==> src/rtl/frog_hop_ctrl.sv <==
// -----------------------------------------------------------------------------
// frog_hop_ctrl
//
// Turns raw USB keycodes from the Nios PIO into frame-aligned hop requests for
// the frog motion block. Each press produces exactly one request that is high
// for one frame, followed by a cooldown. A freeze input (death/respawn) blocks
// movement until the key has been released.
//
// Optional feature (compile-time macro FROG_HOP_REPEAT_EN):
//   defined   -> holding a direction auto-repeats the hop
//   undefined -> one hop per press, REPEAT_DELAY / REPEAT_RATE unused
//
// Ports (all in the Clk domain except frame_clk):
//   Clk        50 MHz system clock
//   Reset_n    synchronous reset, active-low
//   frame_clk  VGA vertical sync, asynchronous to Clk
//   keycode    two USB key bytes, low byte has priority
//   freeze     1 = hops forbidden, forces release-wait
//   up/down/left/right  hop requests, one frame wide, mutually exclusive
//   last_dir   one-hot last hop direction {left,up,down,right}
//   hop_count  total hops issued, wraps 255 -> 0
// -----------------------------------------------------------------------------
module frog_hop_ctrl #(
  parameter int unsigned HOP_COOLDOWN = 4,
  parameter int unsigned REPEAT_DELAY = 20,
  parameter int unsigned REPEAT_RATE  = 8,
  parameter int unsigned CNT_W        = 6
) (
  input  logic        Clk,
  input  logic        Reset_n,
  input  logic        frame_clk,
  input  logic [15:0] keycode,
  input  logic        freeze,
  output logic        up,
  output logic        down,
  output logic        left,
  output logic        right,
  output logic [3:0]  last_dir,
  output logic [7:0]  hop_count
);

  typedef enum logic [2:0] {
    S_IDLE,
    S_HOP,
    S_COOL,
    S_HELD,
    S_WAIT_REL
  } state_t;

  // Direction codes share the last_dir bit layout so a request can be copied
  // straight into last_dir.
  localparam logic [3:0] DIR_NONE  = 4'b0000;
  localparam logic [3:0] DIR_RIGHT = 4'b0001;
  localparam logic [3:0] DIR_DOWN  = 4'b0010;
  localparam logic [3:0] DIR_UP    = 4'b0100;
  localparam logic [3:0] DIR_LEFT  = 4'b1000;

  localparam logic [CNT_W-1:0] L_COOL_INIT =
    (HOP_COOLDOWN == 0) ? '0 : CNT_W'(HOP_COOLDOWN - 1);

  function automatic logic [3:0] decode_byte(input logic [7:0] b);
    case (b)
      8'h52:   decode_byte = DIR_UP;
      8'h51:   decode_byte = DIR_DOWN;
      8'h50:   decode_byte = DIR_LEFT;
      8'h4F:   decode_byte = DIR_RIGHT;
      default: decode_byte = DIR_NONE;
    endcase
  endfunction

  logic             r_sync1, r_sync2, r_sync3;
  logic             w_tick;
  logic [3:0]       w_key_lo, w_key;

  state_t           r_state, w_state_nx;
  logic [3:0]       r_dir, w_dir_nx;
  logic [3:0]       r_req, w_req_nx;
  logic [CNT_W-1:0] r_cnt, w_cnt_nx;
  logic [7:0]       r_hop_count, w_hop_count_nx;
  logic [3:0]       r_last_dir, w_last_dir_nx;

`ifdef FROG_HOP_REPEAT_EN
  localparam logic [CNT_W-1:0] L_DELAY   = CNT_W'(REPEAT_DELAY);
  localparam logic [CNT_W-1:0] L_RATE_M1 = CNT_W'(REPEAT_RATE - 1);

  logic             r_first, w_first_nx;
  logic [CNT_W-1:0] w_cnt_inc;
  logic             w_repeat_due;

  // cnt holds the number of HELD ticks already spent in the same direction,
  // saturating at all-ones. The first repeat fires on HELD tick DELAY+1,
  // later repeats every RATE HELD ticks.
  assign w_cnt_inc    = (r_cnt == '1) ? r_cnt : r_cnt + 1'b1;
  assign w_repeat_due = r_first ? (r_cnt == L_DELAY) : (r_cnt == L_RATE_M1);
`endif

  // Third flop only feeds the edge detector; the tick is one Clk wide and the
  // registered outputs change on the third Clk edge after frame_clk rises.
  assign w_tick   = r_sync2 & ~r_sync3;
  assign w_key_lo = decode_byte(keycode[7:0]);
  assign w_key    = (w_key_lo != DIR_NONE) ? w_key_lo : decode_byte(keycode[15:8]);

  // NOTE: every next-state variable gets its hold value first, so no path
  // through the case statement can leave one unassigned and infer a latch.
  always_comb begin
    w_state_nx     = r_state;
    w_dir_nx       = r_dir;
    w_req_nx       = r_req;
    w_cnt_nx       = r_cnt;
    w_hop_count_nx = r_hop_count;
    w_last_dir_nx  = r_last_dir;
`ifdef FROG_HOP_REPEAT_EN
    w_first_nx     = r_first;
`endif

    if (freeze) begin
      // Freeze acts on any Clk, tick or not; count and last_dir survive.
      w_state_nx = S_WAIT_REL;
      w_req_nx   = DIR_NONE;
      w_cnt_nx   = '0;
    end else if (w_tick) begin
      case (r_state)
        S_IDLE: begin
          if (w_key != DIR_NONE) begin
            w_dir_nx   = w_key;
            w_req_nx   = w_key;
            w_state_nx = S_HOP;
`ifdef FROG_HOP_REPEAT_EN
            w_first_nx = 1'b1;
`endif
          end
        end
        S_HOP: begin
          // The hop is only counted when its pulse completes.
          w_req_nx       = DIR_NONE;
          w_hop_count_nx = r_hop_count + 8'd1;
          w_last_dir_nx  = r_dir;
          if (HOP_COOLDOWN > 0) begin
            w_state_nx = S_COOL;
            w_cnt_nx   = L_COOL_INIT;
          end else begin
            w_state_nx = S_HELD;
            w_cnt_nx   = '0;
          end
        end
        S_COOL: begin
          if (r_cnt == '0) begin
            w_state_nx = S_HELD;
          end else begin
            w_cnt_nx = r_cnt - 1'b1;
          end
        end
        S_HELD: begin
          if (w_key == DIR_NONE) begin
            w_state_nx = S_IDLE;
          end else if (w_key != r_dir) begin
            w_dir_nx   = w_key;
            w_req_nx   = w_key;
            w_state_nx = S_HOP;
`ifdef FROG_HOP_REPEAT_EN
            w_first_nx = 1'b1;
`endif
          end else begin
`ifdef FROG_HOP_REPEAT_EN
            if (w_repeat_due) begin
              w_req_nx   = r_dir;
              w_state_nx = S_HOP;
              w_cnt_nx   = '0;
              w_first_nx = 1'b0;
            end else begin
              w_cnt_nx = w_cnt_inc;
            end
`endif
          end
        end
        S_WAIT_REL: begin
          if (w_key == DIR_NONE) w_state_nx = S_IDLE;
        end
        default: w_state_nx = S_IDLE;
      endcase
    end
  end

  // NOTE: non-blocking assignments so every flop samples pre-edge values;
  // blocking here would make the synchronizer chain collapse into one flop.
  always_ff @(posedge Clk) begin
    if (!Reset_n) begin
      r_sync1     <= 1'b0;
      r_sync2     <= 1'b0;
      r_sync3     <= 1'b0;
      r_state     <= S_IDLE;
      r_dir       <= DIR_NONE;
      r_req       <= DIR_NONE;
      r_cnt       <= '0;
      r_hop_count <= 8'd0;
      r_last_dir  <= DIR_NONE;
    end else begin
      r_sync1     <= frame_clk;
      r_sync2     <= r_sync1;
      r_sync3     <= r_sync2;
      r_state     <= w_state_nx;
      r_dir       <= w_dir_nx;
      r_req       <= w_req_nx;
      r_cnt       <= w_cnt_nx;
      r_hop_count <= w_hop_count_nx;
      r_last_dir  <= w_last_dir_nx;
    end
  end

`ifdef FROG_HOP_REPEAT_EN
  always_ff @(posedge Clk) begin
    if (!Reset_n) r_first <= 1'b0;
    else          r_first <= w_first_nx;
  end
`endif

  assign right     = r_req[0];
  assign down      = r_req[1];
  assign up        = r_req[2];
  assign left      = r_req[3];
  assign last_dir  = r_last_dir;
  assign hop_count = r_hop_count;

endmodule

==> config.mk <==
export PLATFORM = sky130hd
export DESIGN_NAME = frog_hop_ctrl
export DESIGN_NICKNAME = d
export VERILOG_FILES = /design/src/rtl/frog_hop_ctrl.sv
export SDC_FILE = /design/constraint.sdc
export NUM_CORES = 1
export LEC_CHECK = 0
export CAP_MARGIN = 30
export CORE_UTILIZATION = 38
export CTS_BUF_LIST = sky130_fd_sc_hd__clkbuf_16
export DETAILED_ROUTE_END_ITERATION = 16
export PLACE_DENSITY_LB_ADDON = 0.08
export SYNTH_ARGS = -nofsm -noshare
export SYNTH_HDL_FRONTEND = slang
export SYNTH_SLANG_ARGS = --single-unit
==> constraint.sdc <==
create_clock -name Clk -period 5.7 [get_ports Clk]
set_input_delay 0.855 -clock Clk [delete_from_list [all_inputs] [get_ports Clk]]
set_output_delay 0.855 -clock Clk [all_outputs]
set_load 0.005 [all_outputs]
==> results_dict.tcl, run 1 <==
set metrics [dict create \
    status "finished, final reports clean" \
    postCtsHoldBufs 0 \
    area_growth_syn_to_layout_pct 30.4 \
    start_util_pct 41.0 \
    clk_root_buffer_cell "clkbuf_16" \
    gr-total-overflow 0 \
    netlist_area_sq_mm 0.00185 \
    synthArstFlopShare_pct 0 \
    synth.largest_area_cell "dfxtp_1" \
    layout-drive-gt1-share_pct 9.02 \
    fillers 433 \
    ant_nets 0 \
    cts_setup_buffers 0 \
    cts_buffer_depth 2 \
    finalWorstSetupSlack_ps 2300 \
    numCtsBuffers 5 \
    holdCritPathClass "reg -> reg" \
    yosysTopAreaCellShare_pct 34.7 \
    place_worst_setup_slack_ps 2040 \
    path_class "in -> reg" \
    place_area_sq_mm 0.00224 \
    period_minus_slack_ps 3400 \
    hpwl_um 3090 \
    io-pin-count 36 \
    drc 0 \
    multi_input_area_sq_mm 0.00116 \
    track_usage_pct 16.7 \
    synth_area_per_cell_sq_um 8.50 \
    cp-start-kind "input port" \
    routed_wl_um 4030 \
    synth_edf_count 0 \
    antenna_cells 0 \
    slew_violations 0 \
    synth.area.top_cells "dfxtp_1 (35%), nor2_1 (6.1%), mux2i_1 (4.9%)" \
    cts.sink_count 32 \
    numPortBuffers 35 \
    max_slew_margin_pct 39.9 \
    finalHoldViolCount 0 \
    fmax_ghz 0.294 \
    vias 1635 \
    total_leakage_power_nw 0.837 \
    std_cell_rows 24 \
    max-vdd-ir-drop_v 0.000155 \
    seqCellArea_sq_um 641 \
    final.setup.tns_ps 0 \
    firstDrtPassIters 4 \
    clock_skew_ps 3.72 \
    design_power_total_w 0.000563 \
    grt_pass1_vias 1496 \
    p_per_area_mw_per_mm2 234 \
    wl_per_cell_um 13.1 \
    cts_tree "built" \
    synthTopCellsByCount "dfxtp_1 (32), nor2_1 (30), nand2_1 (20)" \
    coreArea_sq_mm 0.00450 \
    ys_seq_elements 32 \
    yosysWarningCount 0 \
    placed_cells_incl_taps 299 \
    timing.final.crit_share_pct 59.7 \
    antenna_found_initial 0 \
    fin_nets 277 \
    yosysUniqueCellTypes 50 \
    grt_pass1_wl_um 6820 \
    htree_levels 2 \
    fin_area_sq_mm 0.00241 \
    arrival_ps 3610 \
    die_x_um 71.7 \
    gp_congestion 0.824 \
    clk_pin_slew_worst_paths_ps 50 \
    grt_max_degree 18 \
    drtIter0Drc 76 \
    cp.required_ps 5900 \
    cts_resized 0 \
    synth_most_common_cell "dfxtp_1" \
    die-area_sq_mm 0.00514 \
    stdcell_count 307 \
    setup_viol 0 \
    via_per_inst 5.33 \
    worst_slew_pin_slew_ps 878 \
    syn_nets 240 \
    synth_ff_type "dfxtp_1" \
    cp_max_fo 6 \
    fp.dieH_um 71.7 \
    yosysSeqAreaShare_pct 34.7 \
    end_kind "register" \
    worstSkewPairLatency_ps 270 \
    cap_violations 0 \
    grt_setup_unrepaired "no" \
    synthCells 217 \
]
path summary, 6_finish.rpt:
kind	startpoint	to	slack [ps]	cells past startpoint
setup / recovery	keycode[0]	r_req[3]	2300	8
hold / removal	r_sync1	r_sync2	430	1
setup reg to reg	r_state[1]	r_req[3]	3430	6
hold reg to reg	r_sync1	r_sync2	430	1
power breakdown:
part	switching (W)	internal, W	total (W)
sequential	0.00000147	0.000225	0.000227
clock	0.0000945	0.000205	0.000299
combinational	0.0000185	0.0000188	0.0000373
total	0.000115	0.000449	0.000563
cell type report:
class                   count  share of cell area, %
clock buffers               5                   5.20
clock inverters             3                   1.77
inverters                   6                  0.936
multi-input cells         174                   48.2
flip-flops and latches     32                   26.6
well taps                  52                   2.70
repair buffers             35                   14.6
flip-flops by register name (all words and copies together) (netlist names), 3 cells and up:
signal / flops
hop_count: 8
r_cnt: 6
last_dir: 4
r_req: 4
r_dir: 4
r_state: 3
layout by cell type (no fill, tap or decap), types with 2 or more instances in the layout:
cell type,instances
and3_1,4
or3_1,2
or2_2,5
clkbuf_16,5
nand2b_1,9
ha_1,3
a211oi_1,4
nor2b_1,5
nand3b_1,3
nor4b_1,2
nor3_1,7
o21ai_0,7
o32ai_1,2
o21bai_1,2
nor4_1,4
dfxtp_1,32
clkdlybuf4s50_1,35
xnor2_1,4
and2_1,3
xor2_1,7
mux2i_1,9
nand3_1,4
nor2_1,30
inv_1,5
a21oi_1,8
nand2_1,20
or4_1,2
nor4_2,2
nand4_1,6
stage by stage:
stage | util (%) | hold WS [ps]
detailed placement | 49.7 | 425
global route | 53.4 | 449
CTS | 53.4 | 437
global placement | 49.7 | 429
finish | 53.4 | 432
floorplan | - | 412
cells by family after synthesis:
| kind of cell | Yosys count | synth area share [%] |
|---|---|---|
| AND/OR/NAND/NOR | 117 | 36.9 |
| AO/OA/AOI/OAI | 34 | 13.8 |
| flip-flops | 32 | 34.7 |
| XOR/XNOR | 11 | 5.22 |
| buffers and inverters | 11 | 2.44 |
| multiplexers | 9 | 4.88 |
| adder cells (fa/ha/maj) | 3 | 2.03 |
critical path, cell delays in order:
cell	delay (ps)
clkdlybuf4s50_1	570
nand2_1	150
nor4_2	530
nor4_1	160
o211a_1	300
o41ai_4	440
nand2b_1	360
mux2i_1	230
metal layers:
metal,share of wire (%),up-vias,GRT usage (%)
li1,-,856,-
met1,50,741,23.1
met2,45,34,25.8
met3,4.3,4,5.06
met4,0.67,0,3.49
met5,0,-,0
Power figures use the tool's default switching activity.
==> run 2, diff against run 1 <==
==> constraint.sdc (replaced) <==
create_clock -name Clk -period 3 [get_ports Clk]
set_input_delay 0.45 -clock Clk [delete_from_list [all_inputs] [get_ports Clk]]
set_output_delay 0.45 -clock Clk [all_outputs]
set_load 0.005 [all_outputs]
==> run 2 against run 1 <==
Net effect:
- wire length is 3.7% higher
- sequential power is 90% higher
- critical path depth is 1 higher
- global-route usage is 1.5 points higher
- die area stayed put
- core utilization is 2.3 points higher
- via count is 5.9% higher
- final area is 4.2% higher
- register-to-register slack worse by 2800 ps
- combinational power is 110% higher
- non-clock buffer count is 18 higher
- critical endpoint is now r_req[1]
- sequential share of layout area is 1.1 points lower
==> results_dict.tcl, run 2 (synthesized netlist as in run 1, its figures left out) <==
set metrics [dict create \
    coreArea_sq_mm 0.00450 \
    cts.sink_count 32 \
    max_slew_margin_pct 49.3 \
    r2r_setup_slack_ps 660 \
    total_leakage_power_nw 0.916 \
    antenna_found_initial 0 \
    cp.required_ps 3190 \
    reg2reg_to "r_cnt[4]" \
    grt_max_degree 17 \
    setup_viol 0 \
    vias 1732 \
    r2r_start "r_cnt[0]" \
    via_per_inst 5.35 \
    fin_nets 295 \
    period_minus_slack_ps 2790 \
    cap_violations 0 \
    worst_slew_pin_slew_ps 742 \
    start_util_pct 41.0 \
    gp_congestion 0.822 \
    stdcell_count 324 \
    firstDrtPassIters 4 \
    swShare_pct 20.6 \
    max-vdd-ir-drop_v 0.000385 \
    layout-drive-gt1-share_pct 14.3 \
    finalWorstSetupSlack_ps 209 \
    cp_max_fo 6 \
    place_worst_setup_slack_ps -62.5 \
    final.setup.tns_ps 0 \
    die_x_um 71.7 \
    postCtsHoldBufs 0 \
    placed_cells_incl_taps 317 \
    clk_root_buffer_cell "clkbuf_16" \
    status "finished, final reports clean" \
    timing.hold.ws_ps 432 \
    p_clk_share_pct 47.2 \
    min_to "r_sync2" \
    track_usage_pct 18.2 \
    numCtsBuffers 5 \
    largest_reg_flops 8 \
    seq_power_share_pct 44.6 \
    clk_pin_slew_worst_paths_ps 50 \
    ant_nets 0 \
    htree_levels 2 \
    cts_buffer_depth 2 \
    combPwrFrac_pct 8.3 \
    arrival_ps 2980 \
    io-pin-count 36 \
    hpwl_um 3330 \
    cts_resized 0 \
    numPortBuffers 35 \
    grt_pass1_vias 1617 \
    fillers 438 \
    gr-total-overflow 0 \
    hold_depth 1 \
    drtIter0Drc 66 \
    drc 0 \
    fp.dieH_um 71.7 \
    cp-start-kind "input port" \
    holdCritPathClass "reg -> reg" \
    grt_setup_unrepaired "no" \
    end_kind "register" \
    worstSkewPairLatency_ps 270 \
    wl_per_cell_um 12.9 \
    timing.final.crit_share_pct 93.0 \
    place_area_sq_mm 0.00237 \
    fmax_ghz 0.358 \
    hold_start "r_sync1" \
    cts_tree "built" \
    grt_pass1_wl_um 7460 \
    intPower_w 0.000768 \
    std_cell_rows 24 \
    finalHoldViolCount 0 \
    switchingPower_w 0.000200 \
    slew_violations 0 \
    path_class "in -> reg" \
    r2r.worst_path.cells 7 \
    cts_setup_buffers 0 \
    clock_skew_ps 4.25 \
    antenna_cells 0 \
    area_growth_syn_to_layout_pct 35.9 \
    fin_area_sq_mm 0.00251 \
    routed_wl_um 4180 \
    final_common_cell "clkdlybuf4s50_1" \
    final_cell_mix "clkdlybuf4s50_1 (35), dfxtp_1 (32), nor2_1 (30), nand2_1 (20), buf_4 (18)" \
    die-area_sq_mm 0.00514 \
    p_per_area_mw_per_mm2 386 \
]
==> run 2: cell count changes in the layout (fill, tap and decap cells not counted) <==
cell / change
bufinv_16: -1
clkinvlp_4: -1
inv_1: +1
buf_4: +18
==> run 2: stage by stage <==
step	util [%]	power, W
final	55.7	0.000968
after floorplan	-	0.000469
after global routing	55.7	0.00101
after CTS	55.7	0.000980
after global placement	52.7	0.000520
after detailed placement	52.7	0.000520
==> run 2: metal layers <==
| metal | GRT usage (%) | share of wire [%] |
|---|---|---|
| met5 | 0 | 0 |
| met4 | 3.92 | 0.74 |
| met1 | 25.8 | 52 |
| met3 | 3.80 | 2.3 |
| met2 | 28.4 | 45 |
==> run 2: worst max-delay path: stages <==
cell and delay, ps:
clkdlybuf4s50_1 480, nor4b_4 360, nand3_1 160, a21oi_1 290, mux2i_1 120, buf_4 160
o41ai_4 370, nand2b_1 340, mux2i_1 240
==> run 2: power groups by stage <==
| stage | clock [W] | combinational, W | sequential [W] |
|---|---|---|---|
| 2_1_floorplan | 0 | 0.0000317 | 0.000437 |
| 3_3_place_gp | 0 | 0.0000799 | 0.000440 |
| 3_5_place_dp | 0 | 0.0000802 | 0.000440 |
| 4_1_cts | 0.000469 | 0.0000805 | 0.000431 |
| 5_1_grt | 0.000491 | 0.0000880 | 0.000431 |
| 6_report | 0.000457 | 0.0000800 | 0.000432 |
==> run 2: worst max path at each step <==
stage                            from  cells past startpoint  slack [ps]       end
after CTS                  keycode[7]                      8         200  r_req[1]
after floorplan           keycode[10]                      8         610  r_req[1]
final                      keycode[7]                      9         210  r_req[1]
after detailed placement   keycode[7]                      8         -60  r_req[1]
after global routing       keycode[7]                      9          20  r_req[1]
after global placement     keycode[7]                      9          -2  r_req[3]
==> run 2: final cells by class <==
class / instances / area (sq um) / share of cell area (%)
flip-flops and latches: 32 / 641 / 25.5
multi-input cells: 174 / 1160 / 46.3
well taps: 52 / 65.1 / 2.59
repair buffers: 53 / 485 / 19.4
clock buffers: 5 / 125 / 4.99
clock inverters: 2 / 8.76 / 0.349
inverters: 6 / 22.5 / 0.898
